**src/rtl/fifo_sync.sv**
```systemverilog
// Single-clock circular-buffer FIFO with occupancy count and almost-empty/almost-full flags.
module fifo_sync #(
  parameter int unsigned DATA_WIDTH = 4,
  parameter int unsigned DEPTH      = 8,
  parameter int unsigned CNT_WIDTH  = 4,
  parameter int unsigned AE_THRESH  = 2,
  parameter int unsigned AF_THRESH  = 6
) (
  input  logic                  clk,
  input  logic                  rst,
  input  logic                  wr_en,
  input  logic                  rd_en,
  input  logic [DATA_WIDTH-1:0] DataIn,
  output logic [DATA_WIDTH-1:0] DataOut,
  output logic [CNT_WIDTH-1:0]  fifo_counter,
  output logic                  almostEmpty,
  output logic                  almostFull
);

  localparam int unsigned PTR_W = (DEPTH > 1) ? $clog2(DEPTH) : 1;

  logic [DATA_WIDTH-1:0] mem [DEPTH];
  logic [PTR_W-1:0]      wr_ptr;
  logic [PTR_W-1:0]      rd_ptr;
  logic [PTR_W-1:0]      wr_ptr_next;
  logic [PTR_W-1:0]      rd_ptr_next;
  logic [CNT_WIDTH-1:0]  count_next;
  logic                  wr_ok;
  logic                  rd_ok;

  // Accept decisions and next occupancy; a full FIFO lets the read win, an empty one the write
  always_comb begin
    wr_ok       = wr_en && (fifo_counter < CNT_WIDTH'(DEPTH));
    rd_ok       = rd_en && (fifo_counter != '0);
    count_next  = fifo_counter;
    wr_ptr_next = wr_ptr;
    rd_ptr_next = rd_ptr;
    if (wr_ok && !rd_ok) begin
      count_next = fifo_counter + CNT_WIDTH'(1);
    end else if (rd_ok && !wr_ok) begin
      count_next = fifo_counter - CNT_WIDTH'(1);
    end
    if (wr_ok) begin
      wr_ptr_next = (wr_ptr == PTR_W'(DEPTH - 1)) ? '0 : wr_ptr + PTR_W'(1);
    end
    if (rd_ok) begin
      rd_ptr_next = (rd_ptr == PTR_W'(DEPTH - 1)) ? '0 : rd_ptr + PTR_W'(1);
    end
  end

  // Storage array; contents are not reset
  always_ff @(posedge clk) begin
    if (wr_ok) begin
      mem[wr_ptr] <= DataIn;
    end
  end

  // Pointers, count, read data and flags; flags are registered from the next count so they track fifo_counter exactly
  always_ff @(posedge clk or negedge rst) begin
    if (!rst) begin
      wr_ptr       <= '0;
      rd_ptr       <= '0;
      fifo_counter <= '0;
      DataOut      <= '0;
      almostEmpty  <= 1'b1;
      almostFull   <= (AF_THRESH == 0);
    end else begin
      wr_ptr       <= wr_ptr_next;
      rd_ptr       <= rd_ptr_next;
      fifo_counter <= count_next;
      almostEmpty  <= (count_next <= CNT_WIDTH'(AE_THRESH));
      almostFull   <= (count_next >= CNT_WIDTH'(AF_THRESH));
      if (rd_ok) begin
        DataOut <= mem[rd_ptr];
      end
    end
  end

endmodule

```
**config.mk**
```make
export PLATFORM = sky130hd
export DESIGN_NAME = fifo_sync
export DESIGN_NICKNAME = d
export VERILOG_FILES = /design/src/rtl/fifo_sync.sv
export SDC_FILE = /design/constraint.sdc
export NUM_CORES = 1
export LEC_CHECK = 0
export BUFFER_PORTS_ARGS = -buffer_cell sky130_fd_sc_hd__buf_2
export CAP_MARGIN = 10
export CORE_MARGIN = 5
export CORE_UTILIZATION = 55
export CTS_CLUSTER_DIAMETER = 150
export DETAILED_ROUTE_END_ITERATION = 7
export PLACE_DENSITY = 0.74
export SETUP_SLACK_MARGIN = 0.4
export SYNTH_ARGS = -nofsm -noshare
export SYNTH_HDL_FRONTEND = slang
export SYNTH_SLANG_ARGS = --single-unit
```
**constraint.sdc**
```tcl
create_clock -name clk -period 3.7 [get_ports clk]
set_input_delay 0.555 -clock clk [delete_from_list [all_inputs] [get_ports clk]]
set_output_delay 0.555 -clock clk [all_outputs]
set_load 0.03 [all_outputs]
```
Word level (Yosys, flattened, before mapping)

Memories as Yosys holds them, arrays and structs flattened. A register that Yosys moved wholly into a read port is not among the register bits.
Cells that the tools add are included.

Divide/modulo/power cells: 0
Reduce and logical (&&, ||, !) cells: 8
Mux-type cells: 6
$lt $le $gt $ge: 3
Bitwise logic cells: 0
$add $sub $neg: 4
Multipliers: 0
Shifts and indexed selects: 0
Equal/unequal tests: 2

Operators by type and width:

| operator                                                           | count |
|---|---|
| two-way mux 4 bit                                                  | 2 |
| adder 3 x 1 -> 3 bit (second input constant)                       | 2 |
| == test 3 bit (second input constant)                              | 2 |
| two-way mux 3 bit                                                  | 2 |
| adder 4 x 1 -> 4 bit (second input constant)                       | 1 |
| greater-or-equal comparator 4 x 3 -> 1 bit (second input constant) | 1 |
| less-or-equal comparator 4 x 2 -> 1 bit (second input constant)    | 1 |
| logical AND 1 bit                                                  | 4 |
| less-than comparator 4 bit (second input constant)                 | 1 |
| nonzero test 4 bit                                                 | 1 |
| subtractor 4 x 1 -> 4 bit (second input constant)                  | 1 |
| logical NOT 1 bit                                                  | 3 |
| two-way mux 1 bit                                                  | 2 |

Memory bits (read-only): 0
Memories kept: 1
Logic and storage cells: 29
Memory bits (writable): 32
Flip-flop bits (word level): 12
Input bits: 8
Latch bits: 0

Memories:

| memory | words | width | rd ports | clocked after memory_dff | write ports | line | text |
|---|---|---|---|---|---|---|---|
| mem    | 8     | 4     | 1        | 1                        | 1           | 22   | `logic [DATA_WIDTH-1:0] mem [DEPTH];` |

Logic depth before layout (Yosys ltp)

Gate-level depths: netlist (run 1).

Word-level depth: 7
Depth in mapped cells: 7
Mapped depth without buffers: 7

Worst setup path before layout (run 1)

OpenSTA, ideal clock, no wires.

Path kind: reg-to-reg
Start point: register fifo_counter[1]
End point: register almostFull
Arrival time: 1676 ps
Required time: 3582 ps
Stages on the path, launching flop included: 8
Setup time: 118 ps
Path slack: 1906 ps
Period minus slack after synthesis: 1794 ps
Path through: dfrtp_1 > inv_1 > ha_1 > nand2b_4 > maj3_2 > nor2_1 > o32ai_2 > a21o_1

Longest elaborated chain between the ends: 7

RTL lines:

| item                                         | line | text |
|---|---|---|
| from (decl)                                  | 15   | `output logic [CNT_WIDTH-1:0] fifo_counter,` |
| from (signal assigned)                       | 70   | `fifo_counter <= count_next;` |
| less-than comparator 4 bit                   | 33   | `wr_ok = wr_en && (fifo_counter < CNT_WIDTH'(DEPTH));` |
| logical AND 1 bit                            | 33   |  |
| logical NOT 1 bit                            | 40   | `end else if (rd_ok && !wr_ok) begin` |
| logical AND 1 bit                            | 40   |  |
| two-way mux 4 bit                            | 40   |  |
| two-way mux 4 bit *                          | 38   | `if (wr_ok && !rd_ok) begin` |
| via count_next[1]                            | 27   | `logic [CNT_WIDTH-1:0] count_next;` |
| greater-or-equal comparator 4 x 3 -> 1 bit * | 72   | `almostFull <= (count_next >= CNT_WIDTH'(AF_THRESH));` |
| to (signal assigned)                         | 66   | `almostFull <= (AF_THRESH == 0);` |
| to (signal assigned)                         | 72   |  |
| to (decl)                                    | 17   | `output logic almostFull` |

The timed path passes the listed nets; every way through them passes the cells marked *.
A chain may end at the register's enable or synchronous reset.

Final worst setup path (run 1)

Start point: register fifo_counter[1]
End point: register almostEmpty

Longest elaborated chain between the ends: 7

RTL lines:

| item                                      | line | text |
|---|---|---|
| less-than comparator 4 bit                | 33   |  |
| logical AND 1 bit                         | 33   |  |
| logical NOT 1 bit                         | 40   |  |
| logical AND 1 bit                         | 40   |  |
| two-way mux 4 bit                         | 40   |  |
| two-way mux 4 bit *                       | 38   |  |
| via count_next[0]                         | 27   |  |
| less-or-equal comparator 4 x 2 -> 1 bit * | 71   | `almostEmpty <= (count_next <= CNT_WIDTH'(AE_THRESH));` |
| to (signal assigned)                      | 71   |  |
| to (decl)                                 | 16   | `output logic almostEmpty,` |

Marks and branches as above.

==> impl_results.html, run 1 <==
<table>
<tr><th>Metric</th><th>Value</th></tr>
<tr><th colspan="2">STA</th></tr>
<tr><td>Largest clock skew in the final design</td><td>between 0.009 and 0.01 ns</td></tr>
<tr><td>Smallest hold slack</td><td>0.164 ns</td></tr>
<tr><td>Transition time of the tightest slew-check pin</td><td>0.864 ns</td></tr>
<tr><td>Min cycle time layout</td><td>approximately 1.9 ns</td></tr>
<tr><td>Setup repair after global routing missed its margin</td><td>false</td></tr>
<tr><td>Highest achievable clock rate</td><td>slightly above 500 MHz</td></tr>
<tr><td>Finish-stage setup viols</td><td>0</td></tr>
<tr><td>Final count of pins violating max slew</td><td>0</td></tr>
<tr><td>Final cycle utilization of the critical path</td><td>a little over half</td></tr>
<tr><td>Max-slew headroom</td><td>41.9%</td></tr>
<tr><td>Total Neg Setup Slack</td><td>0 ns</td></tr>
<tr><td>Final hold vios</td><td>0</td></tr>
<tr><th colspan="2">Power</th></tr>
<tr><td>Combinational cell fraction of total power</td><td>about a third</td></tr>
<tr><td>Lkg Pwr</td><td>just under 0.9 nW</td></tr>
<tr><td>Pwr Density</td><td>around 770 nW/um^2</td></tr>
<tr><td>Net switching fraction of the power</td><td>between 30% and 40%</td></tr>
<tr><td>Internal power of the cells</td><td>between 1 and 1.5 mW</td></tr>
<tr><td>Sequential group share of total power</td><td>between 40% and 50%</td></tr>
<tr><td>Clock Power Share</td><td>18.7%</td></tr>
<tr><td>Switching power summed over all nets</td><td>between 0.6 and 0.7 mW</td></tr>
<tr><td>Maximum vdd ir drop</td><td>~350 uV</td></tr>
<tr><th colspan="2">Cells and area</th></tr>
<tr><td>Fraction of final layout cells with drive strength greater than 1</td><td>28.1%</td></tr>
<tr><td>Most frequent cells in the layout</td><td>32 x sky130_fd_sc_hd__edfxtp_1, 17 x sky130_fd_sc_hd__buf_2, 15 x sky130_fd_sc_hd__dfrtp_1, 9 x sky130_fd_sc_hd__nand2_1, 8 x sky130_fd_sc_hd__mux4_2</td></tr>
<tr><td>Inserted Diodes</td><td>0</td></tr>
<tr><td>Total number of nets in the final design</td><td>roughly 170</td></tr>
<tr><td>Number of cells in the finished layout apart from fillers</td><td>201</td></tr>
<tr><td>P&amp;R area growth vs syn</td><td>9.64%</td></tr>
<tr><td>Final standard cell utilization of the core</td><td>approximately 62%</td></tr>
<tr><td>Most frequent standard cell in the layout excluding fill and tap cells</td><td>sky130_fd_sc_hd__edfxtp_1</td></tr>
<tr><td>Post-route cell area</td><td>between 2000 and 2500 um^2</td></tr>
<tr><th colspan="2">Worst setup path</th></tr>
<tr><td>Startpoint types</td><td>flip-flop</td></tr>
<tr><td>Series of cell instances along the critical path</td><td>inv_1 -&gt; ha_1 -&gt; nand2b_4 -&gt; o21ai_2 -&gt; xnor2_1 -&gt; a211oi_2</td></tr>
<tr><td>Cell family with the largest share of critical-path delay</td><td>compound AO/OA/AOI/OAI gates</td></tr>
<tr><td>Signal arrival time at the worst endpoint</td><td>roughly 2.2 ns</td></tr>
<tr><td>CP Data Required Time</td><td>roughly 4 ns</td></tr>
<tr><td>Path length in cells of the critical path</td><td>6</td></tr>
<tr><td>Type of destination of the critical path</td><td>flip-flop</td></tr>
<tr><td>Combined buffer and inverter count along the critical path</td><td>1</td></tr>
<tr><td>R2r worst-path depth</td><td>6</td></tr>
<tr><td>WS Path Type</td><td>flip-flop to flip-flop</td></tr>
<tr><td>Longest individual stage delay on the worst path</td><td>between 0.4 and 0.5 ns</td></tr>
<tr><td>Maximum fanout encountered on the critical timing path</td><td>14</td></tr>
<tr><td>Endpoint of the worst setup timing path</td><td>almostEmpty</td></tr>
<tr><td>Highest-delay cell along the critical path</td><td>sky130_fd_sc_hd__o21ai_2</td></tr>
<tr><td>Setup crit start</td><td>fifo_counter[1]</td></tr>
<tr><td>Beginning of the worst register-to-register path</td><td>fifo_counter[1]</td></tr>
<tr><td>Capture instance of the worst register-to-register path</td><td>almostEmpty</td></tr>
<tr><td>Worst setup slack for register-to-register paths</td><td>about 1.8 ns</td></tr>
<tr><th colspan="2">Place</th></tr>
<tr><td>IO Port Bufs</td><td>17</td></tr>
<tr><td>Inst Count DP</td><td>~190</td></tr>
<tr><td>Weighted congestion at the end of routability-driven global placement</td><td>between 0.8 and 0.9</td></tr>
<tr><td>Cell Area, Placed</td><td>around 2200 um^2</td></tr>
<tr><td>Post-detailed-placement half-perimeter wirelength</td><td>~2.7 mm</td></tr>
<tr><th colspan="2">Clocking</th></tr>
<tr><td>Sinks on Clock Net</td><td>48</td></tr>
<tr><td>Total of hold buffers inserted after clock tree synthesis</td><td>0</td></tr>
<tr><td>Clk Tree Root Cell</td><td>sky130_fd_sc_hd__clkbuf_8</td></tr>
<tr><td>Post_cts resized</td><td>0</td></tr>
<tr><td>Clock slew at reported path FFs</td><td>about 0.090 ns</td></tr>
<tr><td>Clock tree from TritonCTS</td><td>yes</td></tr>
<tr><td>Number of buffers inserted during clock tree synthesis</td><td>5</td></tr>
<tr><td>Clock insertion delay at the later pin of the skew report</td><td>0.29 ns</td></tr>
<tr><td>Postcts setup bufs</td><td>0</td></tr>
<tr><td>H-Tree Depth</td><td>2</td></tr>
<tr><td>Clock Path Buffers</td><td>2</td></tr>
<tr><th colspan="2">Min path</th></tr>
<tr><td>Hold Path Class</td><td>input port to asynchronous set/reset pin</td></tr>
<tr><th colspan="2">Route</th></tr>
<tr><td>Initial DRT Pass Iterations</td><td>4</td></tr>
<tr><td>Routed Antenna Nets</td><td>0</td></tr>
<tr><td>Wire length after detailed routing</td><td>roughly 3.5 mm</td></tr>
<tr><td>Wire length per cell</td><td>17.4 um</td></tr>
<tr><td>Total number of vias</td><td>~1200</td></tr>
<tr><td>Drt first-iter violations</td><td>50</td></tr>
<tr><td>Via-per-instance ratio</td><td>around 5.7</td></tr>
<tr><td>Final routed DRC violation total</td><td>0</td></tr>
<tr><th colspan="2">Global routing</th></tr>
<tr><td>Overflow after GRT</td><td>0</td></tr>
<tr><td>Total routing usage reported by global routing</td><td>between 10% and 20%</td></tr>
<tr><td>Antenna violations before repair</td><td>0</td></tr>
<tr><td>Vias in the first global route</td><td>around 1200</td></tr>
<tr><td>First-pass GRT wire length</td><td>slightly below 6 mm</td></tr>
<tr><td>Pin count of the biggest net entering global routing</td><td>17</td></tr>
<tr><th colspan="2">Floorplanning</th></tr>
<tr><td>Core footprint</td><td>between 3000 and 4000 um^2</td></tr>
<tr><td>Width of the chip</td><td>about 72 um</td></tr>
<tr><td>Number of rows in the core area</td><td>22</td></tr>
<tr><td>Die boundary height</td><td>about 70 um</td></tr>
<tr><td>Initial cell density of the core</td><td>between 50% and 60%</td></tr>
<tr><td>I/O pin count</td><td>18</td></tr>
<tr><td>Total Die Area</td><td>roughly 5200 um^2</td></tr>
<tr><th colspan="2">Synth</th></tr>
<tr><td>Flop and latch count out of synthesis</td><td>48</td></tr>
<tr><td>Proportion of synthesized chip area in sequential cells</td><td>64.8%</td></tr>
<tr><td>Average size of a mapped cell</td><td>between 15 and 20 um^2</td></tr>
<tr><td>Synth Net Count</td><td>~150</td></tr>
<tr><td>Syn. warnings</td><td>0</td></tr>
<tr><td>Synthesized cell area</td><td>2100 um^2</td></tr>
<tr><td>Cell count after synthesis</td><td>around 140</td></tr>
<tr><td>Library cells used by synthesis</td><td>32</td></tr>
<tr><th colspan="2">Job</th></tr>
<tr><td>Max-cap violation count</td><td>0</td></tr>
<tr><th colspan="2">Run status</th></tr>
<tr><td>Result of the run</td><td>finished, final reports clean</td></tr>
</table>
metrics by stage:
stage	total power, mW	setup WS [ns]
after floorplan	1.32	1.91
after global routing	1.88	1.64
after global placement	1.43	1.86
after detailed placement	1.46	1.77
after CTS	1.79	1.77
final	1.77	1.76
worst min path at each step:
stage               startpoint         end  slack [ns]
detailed placement  DataOut[0]  DataOut[0]        0.48
CTS                        rst  DataOut[1]        0.18
global route               rst  DataOut[2]        0.19
finish                     rst  DataOut[2]        0.16
global placement    DataOut[3]  DataOut[3]        0.46
floorplan                  rst  DataOut[0]        0.26
routing by layer:
layer / share of wire (%) / vias up / global-route usage, %
li1: - / 546 / -
met1: 42 / 563 / 20.3
met2: 51 / 36 / 24.0
met3: 5.6 / 6 / 4.91
met4: 1.2 / 0 / 3.76
met5: 0 / - / 0
synth_stat cells (all sizes together):
library cell	instances	area share, %
dfrtp	15	18
dfstp	1	1.3
a211oi	1	0.60
maj3	1	0.54
ha	6	3.6
inv	4	0.71
o211ai	2	0.71
nand2	9	1.6
nand2b	5	2.2
and3	1	0.30
a21oi	4	0.95
o32ai	1	0.77
mux2i	5	2.4
o31ai	1	0.36
mux2	3	1.6
nor4	3	0.89
xnor2	2	1.2
mux4	8	8.6
nor3	6	1.4
nand3	2	0.48
a21o	3	1.1
o21ai	7	1.8
clkbuf	3	0.54
nor2	5	0.89
edfxtp	32	46
o311ai	1	0.42
buf	4	1.5
power groups by stage:
stage / registers, mW / clock network [mW] / logic [mW]
after floorplan: 0.865 / 0 / 0.451
after global placement: 0.836 / 0 / 0.597
after detailed placement: 0.842 / 0 / 0.618
after CTS: 0.831 / 0.337 / 0.618
after global routing: 0.848 / 0.364 / 0.669
final: 0.829 / 0.330 / 0.610
final cells by class:
type,instances,area (um^2)
fill,292,1380
sequential,48,1360
timing repair buffer,17,85.1
inverter,4,15.0
tap,48,60.1
clock buffer,8,101
multi-input combinational,76,681
flip-flops by register name, summed over array words and instances (netlist names):
name and count:
wr_ptr 3, DataOut 4, almostEmpty 1, rd_ptr 3
almostFull 1, mem 32, fifo_counter 4
cells by family after synthesis:
group	after synthesis	synth area share, %
flops	48	64.8
buf+inv	11	2.80
xor+xnor	2	1.19
fa+ha+maj	7	4.11
compound gates	20	6.73
simple gates	31	7.80
mux	16	12.6
No activity file was read; power rests on OpenSTA's default activity.
==> inputs of run 2 (changes only) <==
ABC_AREA = 1   (was unset)
clock period = 1.8 ns   (was 3.7 ns; I/O delays follow)
==> run 2 against run 1 <==
Cell area increased by 10%. Worst setup slack got worse by 1.3 ns. Clock-buffer cell count unchanged. Hold slack gained 0.12 ns. Highest routed layer unchanged. Utilization up 5.2 points. Cell count grew 36%. Flip-flop and latch count is the same. Clock power grew 100%. Combinational power grew to 3.1 times the previous value. Fmax increased by 41%.
==> impl_results.html, run 2 <==
<table>
<tr><th>Metric</th><th>Value</th></tr>
<tr><th colspan="2">Global routing</th></tr>
<tr><td>Vias in the first global route</td><td>1438 (+24%)</td></tr>
<tr><td>Antenna violations before repair</td><td>0 (unchanged)</td></tr>
<tr><td>Overflow after GRT</td><td>0 (unchanged)</td></tr>
<tr><td>Pin count of the biggest net entering global routing</td><td>19 (+2)</td></tr>
<tr><td>First-pass GRT wire length</td><td>6.73 mm (+16%)</td></tr>
<tr><td>Total routing usage reported by global routing</td><td>17.2% (+2.1 points)</td></tr>
<tr><th colspan="2">STA</th></tr>
<tr><td>Setup ws final</td><td>0.423 ns (-1.34 ns)</td></tr>
<tr><td>Final cycle utilization of the critical path</td><td>76.5% (+24 points)</td></tr>
<tr><td>Min cycle time layout</td><td>1.38 ns (-0.560 ns)</td></tr>
<tr><td>Max-slew headroom</td><td>75.8% (+34 points)</td></tr>
<tr><td>Largest clock skew in the final design</td><td>0.00531 ns (-0.00439 ns)</td></tr>
<tr><td>Total Neg Setup Slack</td><td>0 ns (unchanged)</td></tr>
<tr><td>Final hold vios</td><td>0 (unchanged)</td></tr>
<tr><td>Finish-stage setup viols</td><td>0 (unchanged)</td></tr>
<tr><td>Final count of pins violating max slew</td><td>0 (unchanged)</td></tr>
<tr><td>Setup repair after global routing missed its margin</td><td>true</td></tr>
<tr><td>Transition time of the tightest slew-check pin</td><td>0.363 ns (-0.501 ns)</td></tr>
<tr><td>Highest achievable clock rate</td><td>726 MHz (+41%)</td></tr>
<tr><th colspan="2">Cells and area</th></tr>
<tr><td>Number of cells in the finished layout apart from fillers</td><td>274 (+36%)</td></tr>
<tr><td>Largest register FFs</td><td>32 (unchanged)</td></tr>
<tr><td>Most frequent cells in the layout</td><td>32 x sky130_fd_sc_hd__edfxtp_1, 30 x sky130_fd_sc_hd__nand2_1, 27 x sky130_fd_sc_hd__nor2_1, 18 x sky130_fd_sc_hd__o21ai_0, 17 x sky130_fd_sc_hd__buf_2</td></tr>
<tr><td>P&amp;R area growth vs syn</td><td>17.5%</td></tr>
<tr><td>Inserted Diodes</td><td>0 (unchanged)</td></tr>
<tr><td>Fraction of final layout cells with drive strength greater than 1</td><td>31.4% (+3.3 points)</td></tr>
<tr><td>Most frequent standard cell in the layout excluding fill and tap cells</td><td>sky130_fd_sc_hd__edfxtp_1</td></tr>
<tr><td>Post-route cell area</td><td>2530 um^2 (+10%)</td></tr>
<tr><td>Total number of nets in the final design</td><td>239 (+44%)</td></tr>
<tr><td>Largest registers</td><td>mem x32, DataOut x4, fifo_counter x4</td></tr>
<tr><td>Top reg by flops</td><td>mem</td></tr>
<tr><th colspan="2">Floorplanning</th></tr>
<tr><td>Die boundary height</td><td>72.6 um (+1.1%)</td></tr>
<tr><td>I/O pin count</td><td>18 (unchanged)</td></tr>
<tr><td>Width of the chip</td><td>72.6 um (+1.1%)</td></tr>
<tr><td>Total Die Area</td><td>5270 um^2 (+2.3%)</td></tr>
<tr><td>Number of rows in the core area</td><td>22 (unchanged)</td></tr>
<tr><td>Core footprint</td><td>3740 um^2 (+1.5%)</td></tr>
<tr><td>Initial cell density of the core</td><td>57.6% (+0.63 points)</td></tr>
<tr><th colspan="2">Place</th></tr>
<tr><td>IO Port Bufs</td><td>17 (unchanged)</td></tr>
<tr><td>Post-detailed-placement half-perimeter wirelength</td><td>3.03 mm (+13%)</td></tr>
<tr><td>Worst Setup Slack post-DPL</td><td>0.259 ns (-1.51 ns)</td></tr>
<tr><td>Cell Area, Placed</td><td>2310 um^2 (+4.7%)</td></tr>
<tr><td>Inst Count DP</td><td>258 (+34%)</td></tr>
<tr><td>Weighted congestion at the end of routability-driven global placement</td><td>0.929 (+9.3%)</td></tr>
<tr><th colspan="2">Route</th></tr>
<tr><td>Wire length after detailed routing</td><td>4.23 mm (+21%)</td></tr>
<tr><td>Via-per-instance ratio</td><td>5.41 (-5.5%)</td></tr>
<tr><td>Initial DRT Pass Iterations</td><td>4 (unchanged)</td></tr>
<tr><td>Final routed DRC violation total</td><td>0 (unchanged)</td></tr>
<tr><td>Drt first-iter violations</td><td>95 (+90%)</td></tr>
<tr><td>Total number of vias</td><td>1483 (+29%)</td></tr>
<tr><td>Wire length per cell</td><td>15.4 um (-11%)</td></tr>
<tr><td>Routed Antenna Nets</td><td>0 (unchanged)</td></tr>
<tr><th colspan="2">Worst setup path</th></tr>
<tr><td>Signal arrival time at the worst endpoint</td><td>1.38 ns (-0.77 ns)</td></tr>
<tr><td>WS Path Type</td><td>flip-flop to flip-flop</td></tr>
<tr><td>Type of destination of the critical path</td><td>flip-flop</td></tr>
<tr><td>Startpoint types</td><td>flip-flop</td></tr>
<tr><td>Worst setup slack for register-to-register paths</td><td>0.42 ns (-1.34 ns)</td></tr>
<tr><td>CP Data Required Time</td><td>1.80 ns (-2.11 ns)</td></tr>
<tr><td>Maximum fanout encountered on the critical timing path</td><td>5 (-9)</td></tr>
<tr><th colspan="2">Power</th></tr>
<tr><td>Maximum vdd ir drop</td><td>1040 uV (+200%)</td></tr>
<tr><td>Lkg Pwr</td><td>1.02 nW (+16%)</td></tr>
<tr><td>Post-route total power</td><td>4.27 mW (+140%)</td></tr>
<tr><td>Pwr Density</td><td>1680 nW/um^2 (+120%)</td></tr>
<tr><th colspan="2">Clocking</th></tr>
<tr><td>Sinks on Clock Net</td><td>48 (unchanged)</td></tr>
<tr><td>H-Tree Depth</td><td>2 (unchanged)</td></tr>
<tr><td>Clock insertion delay at the later pin of the skew report</td><td>0.29 ns (about the same)</td></tr>
<tr><td>Clk Tree Root Cell</td><td>sky130_fd_sc_hd__clkbuf_8</td></tr>
<tr><td>Clock tree from TritonCTS</td><td>yes</td></tr>
<tr><td>Number of buffers inserted during clock tree synthesis</td><td>5 (unchanged)</td></tr>
<tr><td>Clock slew at reported path FFs</td><td>0.08 ns (about the same)</td></tr>
<tr><td>Clock Path Buffers</td><td>2 (unchanged)</td></tr>
<tr><th colspan="2">Job</th></tr>
<tr><td>Max-cap violation count</td><td>0 (unchanged)</td></tr>
<tr><th colspan="2">Synth</th></tr>
<tr><td>Most frequent cells after synthesis</td><td>35 x sky130_fd_sc_hd__nor2_1, 32 x sky130_fd_sc_hd__edfxtp_1, 32 x sky130_fd_sc_hd__nand2_1, 22 x sky130_fd_sc_hd__o21ai_0, 15 x sky130_fd_sc_hd__dfrtp_1</td></tr>
<tr><td>Top-area cell type share of the netlist area</td><td>44.5% (-1.2 points)</td></tr>
<tr><td>Number of synthesized flops with an enable pin</td><td>32 (unchanged)</td></tr>
<tr><td>Cell types occupying the most area after synthesis</td><td>sky130_fd_sc_hd__edfxtp_1 45%, sky130_fd_sc_hd__dfrtp_1 17%, sky130_fd_sc_hd__nor2_1 6.1%</td></tr>
<tr><td>Library cells used by synthesis</td><td>28 (-13%)</td></tr>
<tr><td>Synth Flop Type</td><td>sky130_fd_sc_hd__edfxtp_1</td></tr>
<tr><td>Average size of a mapped cell</td><td>10.9 um^2 (-30%)</td></tr>
<tr><td>Proportion of synthesized chip area in sequential cells</td><td>63.2% (-1.7 points)</td></tr>
<tr><td>Synthesized cell area</td><td>2160 um^2 (+2.6%)</td></tr>
<tr><td>Cell count after synthesis</td><td>198 (+47%)</td></tr>
<tr><td>Most frequently used cell type in the post-synthesis netlist</td><td>sky130_fd_sc_hd__nor2_1</td></tr>
<tr><td>Library cell with the largest summed area after synthesis</td><td>sky130_fd_sc_hd__edfxtp_1</td></tr>
<tr><td>Syn. warnings</td><td>0 (unchanged)</td></tr>
<tr><td>Flop and latch count out of synthesis</td><td>48 (unchanged)</td></tr>
<tr><td>Synth Net Count</td><td>212 (+42%)</td></tr>
<tr><td>Share of flip-flops with an asynchronous set or reset after synthesis</td><td>33.3% (unchanged)</td></tr>
<tr><th colspan="2">Run status</th></tr>
<tr><td>Result of the run</td><td>finished, final reports clean</td></tr>
<tr><th colspan="2">Min path</th></tr>
<tr><td>Hold Path Class</td><td>input port to flip-flop</td></tr>
</table>
[run 2: cell count changes after synthesis, moves of 6 or more]
cell	previous run	this run
sky130_fd_sc_hd__nor2_1	5	35
sky130_fd_sc_hd__nand2_1	9	32
sky130_fd_sc_hd__mux4_2	8	0
sky130_fd_sc_hd__o211ai_1	2	8
sky130_fd_sc_hd__o21ai_0	6	22
sky130_fd_sc_hd__inv_1	3	9
[run 2: per-stage QoR]
stage / hold slack (ns) / utilization (%)
floorplan: -0.0256 / -
global placement: 0.194 / 61.6
detailed placement: 0.207 / 61.6
CTS: 0.284 / 66.6
global route: 0.281 / 67.7
finish: 0.284 / 67.7
[run 2: cell families after synthesis]
family / after synthesis / share of synthesized area [%]
flip-flops: 48 / 63.2
buffers and inverters: 20 / 4.93
adder cells (fa/ha/maj): 6 / 3.48
AND/OR/NAND/NOR: 90 / 19.5
AO/OA/AOI/OAI: 34 / 8.93
[run 2: final cells by class]
cell class,count,area (um^2)
sequential,48,1370
fill,286,1210
multi-input combinational,130,792
timing repair buffer,26,156
clock buffer,8,100
tap,48,60.1
inverter,14,57.6
[run 2: critical path: stages, from the launching register on]
cell                      delay, ns
sky130_fd_sc_hd__dfrtp_2       0.43
sky130_fd_sc_hd__inv_2         0.09
sky130_fd_sc_hd__nand2_2       0.10
sky130_fd_sc_hd__or2_4         0.30
sky130_fd_sc_hd__nor2_4        0.16
[run 2: repair_timing]
item | CTS | global route
resized for setup | 13 | 10
setup buffers | 4 | 3
hold buffers | 1 | 0
pin swaps | 1 | 3
hold endpoints to repair | 15 | 0
setup endpoints to repair | 25 | 25
[run 2: where the power goes]
part | switching (mW) | internal (mW)
clock network | 0.325 | 0.351
logic | 1.25 | 0.665
registers | 0.211 | 1.47
[run 2: worst paths after layout]
kind,depth (start not counted),start,to
setup / recovery,4,fifo_counter[3],mem[6][2]
hold / removal,1,DataIn[2],mem[1][2]
setup reg to reg,4,fifo_counter[3],mem[6][2]
hold reg to reg,2,DataOut[3],DataOut[3]
max in group asynchronous,2,rst,almostEmpty
min in group asynchronous,2,rst,fifo_counter[1]
[run 2: per-layer routing]
metal	up-vias	global-route usage, %	share of wire, %
met5	-	0	0
met4	0	8.61	3.0
met3	12	3.99	5.5
met2	49	28.8	51
met1	690	20.7	41
li1	732	-	-
